File: src/rtl/fwd_pkg.sv
// Shared types and width helpers for the packet-memory AXI-Stream forwarder.
// Latency: n/a (types and constants only).
// Backpressure: n/a.
package fwd_pkg;

   // Forwarder control states
   typedef enum logic [1:0] {
      ST_IDLE   = 2'd0,
      ST_STREAM = 2'd1,
      ST_DONE   = 2'd2,
      ST_HOLD   = 2'd3
   } fwd_state_t;

   // Number of read credits: words buffered plus words in flight
   localparam int FWD_CREDITS = 2;

   // Length counters must hold the full word count 2**addr_width, one bit wider than the address
   function automatic int fwd_plen_width(input int addr_width);
      return addr_width + 1;
   endfunction

endpackage

File: src/rtl/fwd_fifo2.sv
// Two-entry synchronous FIFO; the head word sits in a register that drives the output directly.
// Latency: a push into an empty FIFO is visible at the head the next cycle.
// Backpressure: push ignored when full unless a pop frees a slot the same cycle; pop ignored when empty.
module fwd_fifo2 #(
   parameter int DATA_WIDTH = 64
) (
   input  logic                  clk,
   input  logic                  rst,
   input  logic                  push,
   input  logic [DATA_WIDTH-1:0] din,
   input  logic                  pop,
   output logic [DATA_WIDTH-1:0] head,
   output logic [1:0]            occ,
   output logic                  not_empty
);

   logic [DATA_WIDTH-1:0] tail;
   logic                  do_pop;
   logic                  do_push;

   assign not_empty = (occ != 2'd0);
   assign do_pop    = pop && not_empty;
   assign do_push   = push && ((occ != 2'd2) || do_pop);

   // Shift storage and track occupancy; head always holds the oldest word
   always_ff @(posedge clk or posedge rst) begin
      if (rst) begin
         head <= '0;
         tail <= '0;
         occ  <= 2'd0;
      end else begin
         case ({do_push, do_pop})
            2'b10: begin
               if (occ == 2'd0) head <= din;
               else             tail <= din;
               occ <= occ + 2'd1;
            end
            2'b01: begin
               head <= tail;
               occ  <= occ - 2'd1;
            end
            2'b11: begin
               if (occ == 2'd2) begin
                  head <= tail;
                  tail <= din;
               end else begin
                  head <= din;
               end
            end
            default: ;
         endcase
      end
   end

endmodule

File: src/rtl/axistream_forwarder.sv
// Drains an accepted packet from packet memory as an AXI-Stream master, one word per beat, then releases the buffer.
// Latency: first rd_en 1 cycle after ready is sampled, first tvalid 3 cycles after; done 1 cycle after the last beat.
// Backpressure: tready low stalls reads via 2 credits (buffered + in flight); reads resume the cycle tready returns.
module axistream_forwarder
   import fwd_pkg::*;
#(
   parameter int SNOOP_FWD_ADDR_WIDTH = 9,
   parameter int DATA_WIDTH           = 64,
   parameter int PLEN_WIDTH           = fwd_plen_width(SNOOP_FWD_ADDR_WIDTH)
) (
   input  logic                            clk,
   input  logic                            rst,
   input  logic                            ready_for_forwarder,
   input  logic [PLEN_WIDTH-1:0]           len_to_forwarder,
   output logic [SNOOP_FWD_ADDR_WIDTH-1:0] forwarder_rd_addr,
   output logic                            forwarder_rd_en,
   input  logic [DATA_WIDTH-1:0]           forwarder_rd_data,
   output logic                            forwarder_done,
   output logic [DATA_WIDTH-1:0]           m_axis_tdata,
   output logic                            m_axis_tvalid,
   output logic                            m_axis_tlast,
   input  logic                            m_axis_tready
);

   localparam logic [PLEN_WIDTH-1:0] PLEN_ONE = PLEN_WIDTH'(1);
   localparam logic [2:0]            CREDITS  = 3'(FWD_CREDITS);

   fwd_state_t            state;
   logic [PLEN_WIDTH-1:0] plen;
   logic [PLEN_WIDTH-1:0] rd_idx;
   logic [PLEN_WIDTH-1:0] out_idx;
   logic                  inflight;
   logic [1:0]            occ;
   logic                  fifo_vld;
   logic [DATA_WIDTH-1:0] fifo_head;
   logic                  pop;
   logic                  issue;
   logic [2:0]            credit_used;

   // A pop frees its slot in the same cycle, which is what keeps full throughput with only 2 credits
   assign pop         = fifo_vld && m_axis_tready;
   assign credit_used = {1'b0, occ} + {2'b00, inflight} - {2'b00, pop};
   assign issue       = (state == ST_STREAM) && (rd_idx < plen) && (credit_used < CREDITS);

   // Address is the low bits of the index, so a max-length packet wraps the address but not the count
   assign forwarder_rd_en   = issue;
   assign forwarder_rd_addr = rd_idx[SNOOP_FWD_ADDR_WIDTH-1:0];

   assign m_axis_tvalid = fifo_vld;
   assign m_axis_tdata  = fifo_head;
   assign m_axis_tlast  = fifo_vld && (out_idx == (plen - PLEN_ONE));

   // Read data lands one cycle after rd_en and is pushed straight into the skid FIFO
   fwd_fifo2 #(
      .DATA_WIDTH (DATA_WIDTH)
   ) u_fifo (
      .clk       (clk),
      .rst       (rst),
      .push      (inflight),
      .din       (forwarder_rd_data),
      .pop       (pop),
      .head      (fifo_head),
      .occ       (occ),
      .not_empty (fifo_vld)
   );

   // Control FSM with read/output index counters and the registered done pulse
   always_ff @(posedge clk or posedge rst) begin
      if (rst) begin
         state          <= ST_IDLE;
         plen           <= '0;
         rd_idx         <= '0;
         out_idx        <= '0;
         inflight       <= 1'b0;
         forwarder_done <= 1'b0;
      end else begin
         inflight       <= issue;
         forwarder_done <= 1'b0;
         if (issue) rd_idx  <= rd_idx + PLEN_ONE;
         if (pop)   out_idx <= out_idx + PLEN_ONE;
         case (state)
            ST_IDLE: begin
               if (ready_for_forwarder) begin
                  plen    <= len_to_forwarder;
                  rd_idx  <= '0;
                  out_idx <= '0;
                  if (len_to_forwarder == '0) begin
                     state          <= ST_DONE;
                     forwarder_done <= 1'b1;
                  end else begin
                     state <= ST_STREAM;
                  end
               end
            end
            ST_STREAM: begin
               if (pop && m_axis_tlast) begin
                  state          <= ST_DONE;
                  forwarder_done <= 1'b1;
               end
            end
            // One cycle of done, then one cycle where ready is ignored while memory drops it
            ST_DONE: state <= ST_HOLD;
            ST_HOLD: state <= ST_IDLE;
            default: state <= ST_IDLE;
         endcase
      end
   end

endmodule

File: config.mk
export PLATFORM = sky130hd
export DESIGN_NAME = axistream_forwarder
export DESIGN_NICKNAME = d
export VERILOG_FILES = /design/src/rtl/fwd_pkg.sv /design/src/rtl/fwd_fifo2.sv /design/src/rtl/axistream_forwarder.sv
export SDC_FILE = /design/constraint.sdc
export NUM_CORES = 1
export LEC_CHECK = 0
export BUFFER_PORTS_ARGS = -buffer_cell sky130_fd_sc_hd__buf_2
export CAP_MARGIN = 20
export CELL_PAD_IN_SITES_DETAIL_PLACEMENT = 1
export CELL_PAD_IN_SITES_GLOBAL_PLACEMENT = 1
export CORE_ASPECT_RATIO = 1.4
export CORE_MARGIN = 5
export CORE_UTILIZATION = 48
export DETAILED_ROUTE_END_ITERATION = 6
export MAX_ROUTING_LAYER = met4
export PLACE_DENSITY = 0.92
export SLEW_MARGIN = 25
export SYNTH_ARGS = -nofsm -noshare
export SYNTH_HDL_FRONTEND = slang
export SYNTH_HIERARCHICAL = 1
export SYNTH_SLANG_ARGS = --single-unit
export TNS_END_PERCENT = 30
File: constraint.sdc
create_clock -name clk -period 10.4 [get_ports clk]
set_clock_uncertainty 0.15 [all_clocks]
set_input_delay 2.08 -clock clk [delete_from_list [all_inputs] [get_ports clk]]
set_output_delay 2.08 -clock clk [all_outputs]
set_load 0.02 [all_outputs]
* After elaboration in Yosys (flattened, before gate mapping) *
Index checks and enable logic that the tools add are counted.

operators by class
  add/subtract/negate cells = 7
  $lt $le $gt $ge = 2
  equal/unequal tests = 14
  muxes and demuxes = 21
  reductions and logical operators = 19

operator list
  kind                     number
  $mux W64                 4
  $pmux W64 S3             1
  $pmux W64 S2             1
  $mux W10                 6
  $add A10 B1 Y10 const B  2
  $eq A10 B10 Y1           1
  $eq A2 B2 Y1 const B     5
  $logic_not A10 Y1        1
  $lt A10 B10 Y1           1
  $sub A10 B1 Y10 const B  1
  $pmux W2 S4              1
  $logic_and A1 B1 Y1      7
  $mux W2                  3
  $ne A2 B1 Y1 const B     3
  $ne A2 B2 Y1 const B     3
  $reduce_and A2 Y1        3
  $reduce_bool A2 Y1       3
  $eq A2 B1 Y1 const B     2
  $logic_not A2 Y1         2
  $pmux W2 S2              1
  $add A2 B1 Y3            1
  $lt A3 B2 Y1 const B     1
  $mux W1                  3
  $reduce_and A3 Y1        1
  6 further kinds          6

word-level totals
  register bits after elaboration = 164
  bits of input ports = 78
  output and inout port bits = 77
  word-level logic and storage cells = 72

* Longest topological paths before layout *
Gate-level depths: netlist (run 1).

  depth after elaboration = 8
  mapped depth = 15
  depth with buffers taken out = 13

* By module *
Netlist (run 1), hierarchy kept.

modules (own cells, without submodules)
  module               instances  cells an instance  area each (sq um)  sequential area each (sq um)
  fwd_fifo2            1          647                7104.3             3253.1
  axistream_forwarder  1          246                2263.4             850.8

* Worst setup path before layout (run 1) *
No wires, ideal clock.

  path type = input to output
  start = input port m_axis_tready
  end = output port forwarder_rd_en
  arrival = 4.087 ns
  required time = 8.170 ns
  slack = 4.083 ns
  stages = 9
  buffers on the path = 0
  cell sequence = nand2_1 inv_1 ha_1 nand2b_1 fa_1 xor2_1 a2111oi_4 o21ai_0 inv_1

on the way
  longest elaborated chain between the ends = 4

RTL lines
  what                 RTL line                   source
  start, declared      axistream_forwarder.sv:22  input logic m_axis_tready
  $logic_and A1 B1 Y1  axistream_forwarder.sv:41  assign pop = fifo_vld && m_axis_tready;
  named net pop        axistream_forwarder.sv:36  logic pop;
  $sub A3 B1 Y3        axistream_forwarder.sv:42  assign credit_used = {1'b0, occ} + {2'b00, inflight} - {2'b00, pop};
  $lt A3 B2 Y1         axistream_forwarder.sv:43  assign issue = (state == ST_STREAM) && (rd_idx < plen) && (credit_used < CREDITS);
  $logic_and A1 B1 Y1  axistream_forwarder.sv:43
  end, declared        axistream_forwarder.sv:16  output logic forwarder_rd_en,

The timed path passes the listed nets, and every way through them passes these cells.

* Worst setup path in the final report (run 1) *
Ends and elaborated chain as after synthesis.

==> results by group, run 1 <==
Outcome
  • Outcome: completed

Die
  • Die Ht: 175.3 µm
  • Top Ports: 155
  • Core ar.: 19220 µm²
  • Initial Utilization: 48.74%
  • Die area: 22450 µm²
  • Die extent in x: 128.1 µm
  • Row cnt: 60

Power
  • Tot Pwr: 3.496 mW
  • Net Sw Power: 1.502 mW
  • Gate power share: 47.6%
  • Leakage: 4.395 nW
  • Clk pwr share: 18.4%
  • Flop pwr share: 34.0%
  • Sw frac: 42.97%
  • P per Cell Area: 325.9 nW/µm²
  • Int Power: 1.994 mW
  • Worst ir drop on vdd: 0.0001691 V

GRT
  • Global-route wire length before repair: 45.40 mm
  • GRT overflow: 0
  • Largest net degree at the start of global routing: 102
  • Initial antenna violation count: 0
  • Tot GR Track Use: 25.55%
  • Vias in the first global route: 8687

Critical path
  • Crit path max fanout: 101
  • Cell family with most CP delay: buffers and inverters
  • Slowest stage delay, CP: 0.74 ns
  • Critical Path RT: 8.17 ns
  • CP Launch Point: m_axis_tready
  • Arrival time worst endpoint: 5.34 ns
  • Most frequent CP cell: buf_2
  • CP Capture Type: output port
  • FF-to-FF setup slack: 5.73 ns
  • R2R Path Start: u_fifo/occ[1]$_DFFE_PP0P_
  • Worst reg-to-reg path cell count: 14
  • R2r endpoint: rd_idx[9]$_DFF_PP0_
  • Cell chain of the critical path: buf_2 > nand2_1 > inv_2 > buf_4 > ha_1 > nand2b_1 > fa_1 > xor2_1 > a2111oi_4 > o21ai_0 > inv_1 > buf_2
  • CP Launch Type: input pin
  • CP max-delay cell: buf_4
  • Crit Path Category: in2out
  • Critical path buffers and inverters: 5

Synth
  • Number of flops mapped to enable cells by yosys: 0
  • Synth cell count leaders: 164 x dfrtp_1, 57 x o221a_2, 55 x nand2_1
  • Top FF cell, synth: dfrtp_1
  • Synth unique cells: 61
  • Synth async-reset ratio: 100.0%
  • Synth top area share: 43.81%
  • Synthesized cell area: 9368 µm²
  • Area contributors post-synth: dfrtp_1 44%, o221a_2 6.9%, mux2_2 4.2%, nand4b_1 3.3%, mux2i_1 3.1%
  • Synth area leader: dfrtp_1
  • Mean Syn Cell Area: 10.49 µm²
  • Post-synthesis sequential area ratio: 43.81%
  • Most common cell in the netlist: dfrtp_1
  • Yosys warns: 6
  • Synthesized flop and latch total: 164
  • Syn Nets: 988
  • Cells after Synth: 893

Final layout
  • Share of layout cells above drive strength 1: 30.33%
  • Non-filler cells, final: 1259
  • Register Area: 4109 µm²
  • Multi-input logic area: 4637 µm²
  • Final nets: 1091
  • Area growth, synth to finish: 14.50%
  • Fillers: 2165
  • Post-route design area: 10730 µm²

CTS
  • CTS clock-pin slew for the worst setup and hold paths: 0.07 ns
  • Max clock buf depth: 2
  • # Post-CTS Setup Buffers: 0
  • CTS resizes: 0
  • Num Clock Sinks: 164
  • H-tree depth: 4
  • Clock latency at the later pin of the worst-skew pair: 0.43 ns
  • Root buf cell: clkbuf_16
  • Number of buffers created by CTS: 17
  • TritonCTS clock tree: built
  • CTS Hold Bufs: 0

STA
  • Hold Fails Final Rpt: 0
  • Final TNS setup: 0 ns
  • Setup Viol. Count Final: 0
  • Least-Margin Pin Slew: 1.011 ns
  • Unrepaired setup endpoints after global routing: false
  • Period utilisation layout: 72.80%
  • Pins Over Slew Limit: 0
  • Final min period: 7.571 ns
  • Rel. slew slack: 32.60%
  • Fmax: 132.1 MHz
  • Setup slack after layout: 2.829 ns

Placement
  • DP Worst Slack: 2.892 ns
  • GPL Wtd Cong: 0.8311
  • HPWL after DPL: 17.26 mm
  • I/O Buffers: 154
  • Placed Instances: 1225
  • Instance area at placement: 10140 µm²

Run
  • Max_cap viols: 0

Routing
  • Drt wl/cell: 22.08 µm
  • Post-route DRC: 0
  • Initial drt markers: 643
  • Via count: 7972
  • Total Wirelength: 27.81 mm
  • Vias per cell: 6.332
  • First-pass detailed-route iteration total: 5
  • DRT antenna net count: 0

Worst hold path
  • Worst hold path endpoint: u_fifo/tail[54]$_DFFE_PP0P_
  • Min-delay src: u_fifo/tail[54]$_DFFE_PP0P_
  • Min-delay worst type: reg2reg
  • Worst hold path depth: 1
## power by group through the flow
stage,logic [mW],clock network [mW],registers (mW)
floorplan,1.14,0,1.24
global placement,1.57,0,1.17
detailed placement,1.65,0,1.19
CTS,1.67,0.654,1.18
global route,1.80,0.685,1.22
finish,1.67,0.644,1.19
## cells by family (layout without fill, tap and decap cells)
logic type	Yosys count	in the layout	share of synthesized area [%]
XOR/XNOR	27	27	2.524
adder cells (fa/ha/maj)	17	17	2.351
buffers and inverters	138	254	6.838
flip-flops	164	164	43.81
other	0	2	0
multiplexers	66	66	7.546
AO/OA/AOI/OAI	268	268	24.46
AND/OR/NAND/NOR	213	213	12.48
## sequential cells by signal (all words and copies together) (netlist names)
signal,flops
u_fifo/occ,2
u_fifo/head,64
u_fifo/tail,64
inflight,1
out_idx,10
state,2
plen,10
rd_idx,10
forwarder_done,1
## how the worst max path moves through the flow
| stage | endpoint | slack [ns] | cells past startpoint |
|---|---|---|---|
| after floorplan | forwarder_rd_en | 4.08 | 9 |
| after global placement | forwarder_rd_en | 2.95 | 12 |
| after detailed placement | forwarder_rd_en | 2.89 | 12 |
| after CTS | forwarder_rd_en | 2.87 | 12 |
| after global routing | forwarder_rd_en | 2.62 | 12 |
| final | forwarder_rd_en | 2.83 | 12 |
## per-stage QoR
step                util, %  hold WS, ns
floorplan                 -       0.3150
global placement      52.76       0.3242
detailed placement    52.76       0.3373
CTS                   55.79       0.3522
global route          55.79       0.3536
finish                55.81       0.3476
## per-layer routing
metal / part of all wire [%] / GRT usage (%)
met2: 52 / 43.49
met4: 2.2 / 8.230
met5: 0 / -
met1: 40 / 30.26
met3: 4.9 / 5.172
## cell type report
| type | count | area share, % |
|---|---|---|
| timing repair buffer | 168 | 8.165 |
| multi-input combinational | 591 | 43.23 |
| tap | 248 | 2.893 |
| sequential | 164 | 38.31 |
| clock buffer | 20 | 4.071 |
| antenna | 2 | 0.04666 |
| clock inverter | 12 | 1.353 |
| inverter | 54 | 1.936 |
## layout by cell type, fill, tap and decap left out, types with 3 or more instances in the layout
cell / n
dfrtp_1: 162
buf_2: 154
o221a_2: 57
nand2_1: 55
inv_1: 51
nor2_1: 47
mux2_2: 35
nand4b_1: 35
nor2b_1: 30
a31oi_1: 29
mux2i_1: 29
a2bb2oi_1: 29
a211oi_1: 29
a221oi_1: 29
a22oi_1: 29
o21ai_0: 21
clkbuf_16: 17
ha_1: 16
xor2_1: 15
buf_4: 14
xnor2_1: 12
a21oi_1: 12
nand2b_1: 7
nand4_1: 6
inv_6: 6
o221a_1: 6
nand3_1: 5
nor3_1: 4
a21o_1: 4
or3_1: 4
and3_1: 3
o31ai_1: 3
or4_1: 3
clkbuf_1: 3
clkinv_4: 3
Power figures use the tool's default switching activity.
==> inputs of run 2 (changes only) <==
--- a/config.mk
+++ b/config.mk
@@ -5,16 +5,17 @@
 export SDC_FILE = /design/constraint.sdc
 export NUM_CORES = 1
 export LEC_CHECK = 0
+export ABC_AREA = 1
 export BUFFER_PORTS_ARGS = -buffer_cell sky130_fd_sc_hd__buf_2
 export CAP_MARGIN = 20
 export CELL_PAD_IN_SITES_DETAIL_PLACEMENT = 1
 export CELL_PAD_IN_SITES_GLOBAL_PLACEMENT = 1
 export CORE_ASPECT_RATIO = 1.4
 export CORE_MARGIN = 5
-export CORE_UTILIZATION = 48
+export CORE_UTILIZATION = 41
 export DETAILED_ROUTE_END_ITERATION = 6
 export MAX_ROUTING_LAYER = met4
-export PLACE_DENSITY = 0.92
+export PLACE_DENSITY = 0.87
 export SLEW_MARGIN = 25
 export SYNTH_ARGS = -nofsm -noshare
 export SYNTH_HDL_FRONTEND = slang
==> constraint.sdc (replaced) <==
create_clock -name clk -period 7.1 [get_ports clk]
set_clock_uncertainty 0.15 [all_clocks]
set_input_delay 1.42 -clock clk [delete_from_list [all_inputs] [get_ports clk]]
set_output_delay 1.42 -clock clk [all_outputs]
set_load 0.02 [all_outputs]
==> run 2 against run 1 <==
  * Via count up 21%
  * Design area up 3.8%
  * Register-to-register slack worse by 2.7 ns
  * Sequential share of layout area down 1.5 points
  * Die area up 19%
  * Clock power up 65%
  * Sequential cell count unchanged
  * Wire length up 14%
  * Clock-buffer cell count down 1
  * Largest cell class unchanged
==> results by group, run 2 <==
Run
  • Max_cap viols: 0 (unchanged)

Placement
  • HPWL after DPL: 19.74 mm (+14%)
  • GPL Wtd Cong: 0.8557 (+3.0%)
  • I/O Buffers: 154 (unchanged)
  • Placed Instances: 1753 (+43%)
  • Instance area at placement: 10460 µm² (+3.1%)

Synth
  • Area contributors post-synth: dfrtp_1 43%, nand2_1 19%, nand3_1 9.5%, nor2_1 4.4%, inv_1 3.2%
  • Number of flops mapped to enable cells by yosys: 0 (unchanged)
  • Top FF cell, synth: dfrtp_1
  • Synthesized cell area: 9618 µm² (+2.7%)
  • Most common cell in the netlist: nand2_1
  • Synth top area share: 42.67% (-1.1 points)
  • Synth area leader: dfrtp_1
  • Yosys warns: 6 (unchanged)
  • Post-synthesis sequential area ratio: 42.67% (-1.1 points)
  • Synthesized flop and latch total: 164 (unchanged)
  • Synth async-reset ratio: 100.0% (unchanged)
  • Synth unique cells: 40 (-34%)
  • Cells after Synth: 1369 (+53%)
  • Syn Nets: 1464 (+48%)
  • Synth cell count leaders: 486 x nand2_1, 182 x nand3_1, 164 x dfrtp_1
  • Mean Syn Cell Area: 7.026 µm² (-33%)

Critical path
  • Crit path max fanout: 32 (-68%)
  • Worst reg-to-reg path cell count: 12 (-2)
  • CP Capture Type: output port
  • Most frequent CP cell: inv_1
  • Cell chain of the critical path: inv_2 > nand2_2 > buf_4 > nand2_1 > inv_1 > ha_1 > inv_1 > nand2_1 > fa_1 > inv_1 > nor2_1 > nand2_4 > clkinv_2 > buf_2
  • R2r endpoint: u_fifo/head[46]$_DFFE_PP0P_
  • CP max-delay cell: dfrtp_1
  • Crit Path Category: reg2out
  • Critical Path RT: 5.53 ns (-2.64 ns)
  • Slowest stage delay, CP: 0.54 ns (-0.20 ns)
  • FF-to-FF setup slack: 3.01 ns (-2.72 ns)
  • Arrival time worst endpoint: 3.75 ns (-1.59 ns)
  • R2R Path Start: u_fifo/occ[1]$_DFFE_PP0P_
  • CP Launch Type: flop

Final layout
  • Non-filler cells, final: 1791 (+42%)
  • Post-route design area: 11140 µm² (+3.8%)
  • Final nets: 1561 (+43%)
  • Share of layout cells above drive strength 1: 16.51% (-14 points)
  • Largest regs: u_fifo/head: 64 flops, u_fifo/tail: 64 flops
  • Post-layout util: 47.99% (-7.8 points)
  • Most frequent cells in the layout: 485 x nand2_1, 182 x nand3_1, 164 x dfrtp_1
  • Most common cell after layout, fill and taps aside: nand2_1
  • Area growth, synth to finish: 15.79%

Outcome
  • Outcome: completed

Die
  • Die area: 26670 µm² (+19%)
  • Row cnt: 66 (+10%)
  • Initial Utilization: 41.45% (-7.3 points)
  • Die extent in x: 139.4 µm (+8.9%)
  • Die Ht: 191.2 µm (+9.1%)
  • Top Ports: 155 (unchanged)
  • Core ar.: 23200 µm² (+21%)

Routing
  • Total Wirelength: 31.61 mm (+14%)
  • Via count: 9674 (+21%)
  • Drt wl/cell: 17.65 µm (-20%)
  • Post-route DRC: 0 (unchanged)
  • Vias per cell: 5.401 (-15%)
  • Initial drt markers: 457 (-29%)
  • DRT antenna net count: 0 (unchanged)
  • First-pass detailed-route iteration total: 5 (unchanged)

CTS
  • # Post-CTS Setup Buffers: 0 (unchanged)
  • Number of buffers created by CTS: 17 (unchanged)
  • Root buf cell: clkbuf_16
  • Clock latency at the later pin of the worst-skew pair: 0.44 ns (about the same)
  • Max clock buf depth: 2 (unchanged)
  • TritonCTS clock tree: built
  • CTS clock-pin slew for the worst setup and hold paths: 0.07 ns (about the same)
  • Num Clock Sinks: 164 (unchanged)
  • H-tree depth: 4 (unchanged)
  • CTS Hold Bufs: 0 (unchanged)
  • CTS resizes: 0 (unchanged)

STA
  • Final TNS setup: 0 ns (unchanged)
  • Setup Viol. Count Final: 0 (unchanged)
  • Unrepaired setup endpoints after global routing: false
  • Period utilisation layout: 74.89%
  • Fmax: 188.1 MHz
  • Pins Over Slew Limit: 0 (unchanged)
  • Fin Hold WS: 0.3513 ns (+0.003659 ns)
  • Final min period: 5.317 ns
  • Least-Margin Pin Slew: 1.037 ns (+0.02639 ns)
  • Hold Fails Final Rpt: 0 (unchanged)
  • Rel. slew slack: 30.84% (-1.8 points)

GRT
  • Initial antenna violation count: 7 (+7)
  • Global Route met1 Usage: 26.76% (-3.5 points)
  • Tot GR Track Use: 24.60% (-0.95 points)
  • Global-route wire length before repair: 52.12 mm (+15%)
  • Met3 GRT Util: 4.154% (-1.0 points)
  • Met2 Use GR: 44.96% (+1.5 points)
  • Gr busiest metal: met2
  • Largest net degree at the start of global routing: 92 (-9.8%)
  • GRT overflow: 0 (unchanged)
  • Vias in the first global route: 10400 (+20%)

Worst hold path
  • Min-delay worst type: reg2reg
  • Worst hold path endpoint: u_fifo/tail[29]$_DFFE_PP0P_
  • Min-delay src: u_fifo/tail[29]$_DFFE_PP0P_
  • Worst hold path depth: 2 (+1)

Power
  • Clk pwr share: 21.0% (+2.6 points)
  • Worst ir drop on vdd: 0.0002174 V (+29%)
  • Flop pwr share: 32.7% (-1.3 points)
  • P per Cell Area: 453.3 nW/µm² (+39%)
  • Net Sw Power: 2.317 mW (+54%)
  • Int Power: 2.731 mW (+37%)
  • Leakage: 5.735 nW (+30%)
  • Gate power share: 46.3% (-1.3 points)
  • Sw frac: 45.90% (+2.9 points)
[run 2: final cells by class]
cell class,count,area [µm²]
repair buffers,166,860.8
clock inverters,12,227.7
flip-flops and latches,164,4104
inverters,93,355.3
diodes,7,17.52
fillers,3042,12070
multi-input cells,1024,4756
clock buffers,19,432.9
well taps,306,382.9
[run 2: critical path: cells and delay by family (launching register included)]
kind,cells,cell delay [ns]
flops,1,0.54
buf+inv,7,1.00
simple gates,5,1.02
fa+ha+maj,2,0.75
[run 2: cells by family after synthesis]
kind of cell,after synthesis,synth area share [%]
buffers and inverters,181,8.235
flip-flops,164,42.67
AO/OA/AOI/OAI,115,6.153
adder cells (fa/ha/maj),17,2.290
XOR/XNOR,7,0.6375
AND/OR/NAND/NOR,885,40.02
[run 2: per-stage QoR]
stage	worst slack (ns)	power, mW
finish	1.783	5.048
global route	1.467	5.442
floorplan	2.061	3.263
global placement	1.944	3.882
CTS	1.743	5.097
detailed placement	1.845	4.003
[run 2: worst max path at each step]
stage	end	from	slack (ns)
6_report	forwarder_rd_en	u_fifo/occ[1]$_DFFE_PP0P_	1.78
3_3_place_gp	forwarder_rd_en	m_axis_tready	1.94
5_1_grt	forwarder_rd_en	u_fifo/occ[1]$_DFFE_PP0P_	1.47
4_1_cts	forwarder_rd_en	u_fifo/occ[1]$_DFFE_PP0P_	1.74
3_5_place_dp	forwarder_rd_en	m_axis_tready	1.85
2_1_floorplan	u_fifo/head[0]$_DFFE_PP0P_	rst	2.06
[run 2: layer usage]
metal	routed length, µm	part of all wire [%]	vias to the layer above
met3	1232	3.9	49
met1	12730	40	4843
li1	-	-	4568
met4	759	2.4	0
met5	0	0	-
met2	16890	53	214
[run 2: power by group through the flow]
stage                     Combinational (mW)  Clock [mW]  Sequential (mW)
final                                   2.34        1.06             1.65
after global routing                    2.62        1.12             1.70
after global placement                  2.24           0             1.64
after detailed placement                2.34           0             1.66
after CTS                               2.36        1.08             1.65
after floorplan                         1.44           0             1.82
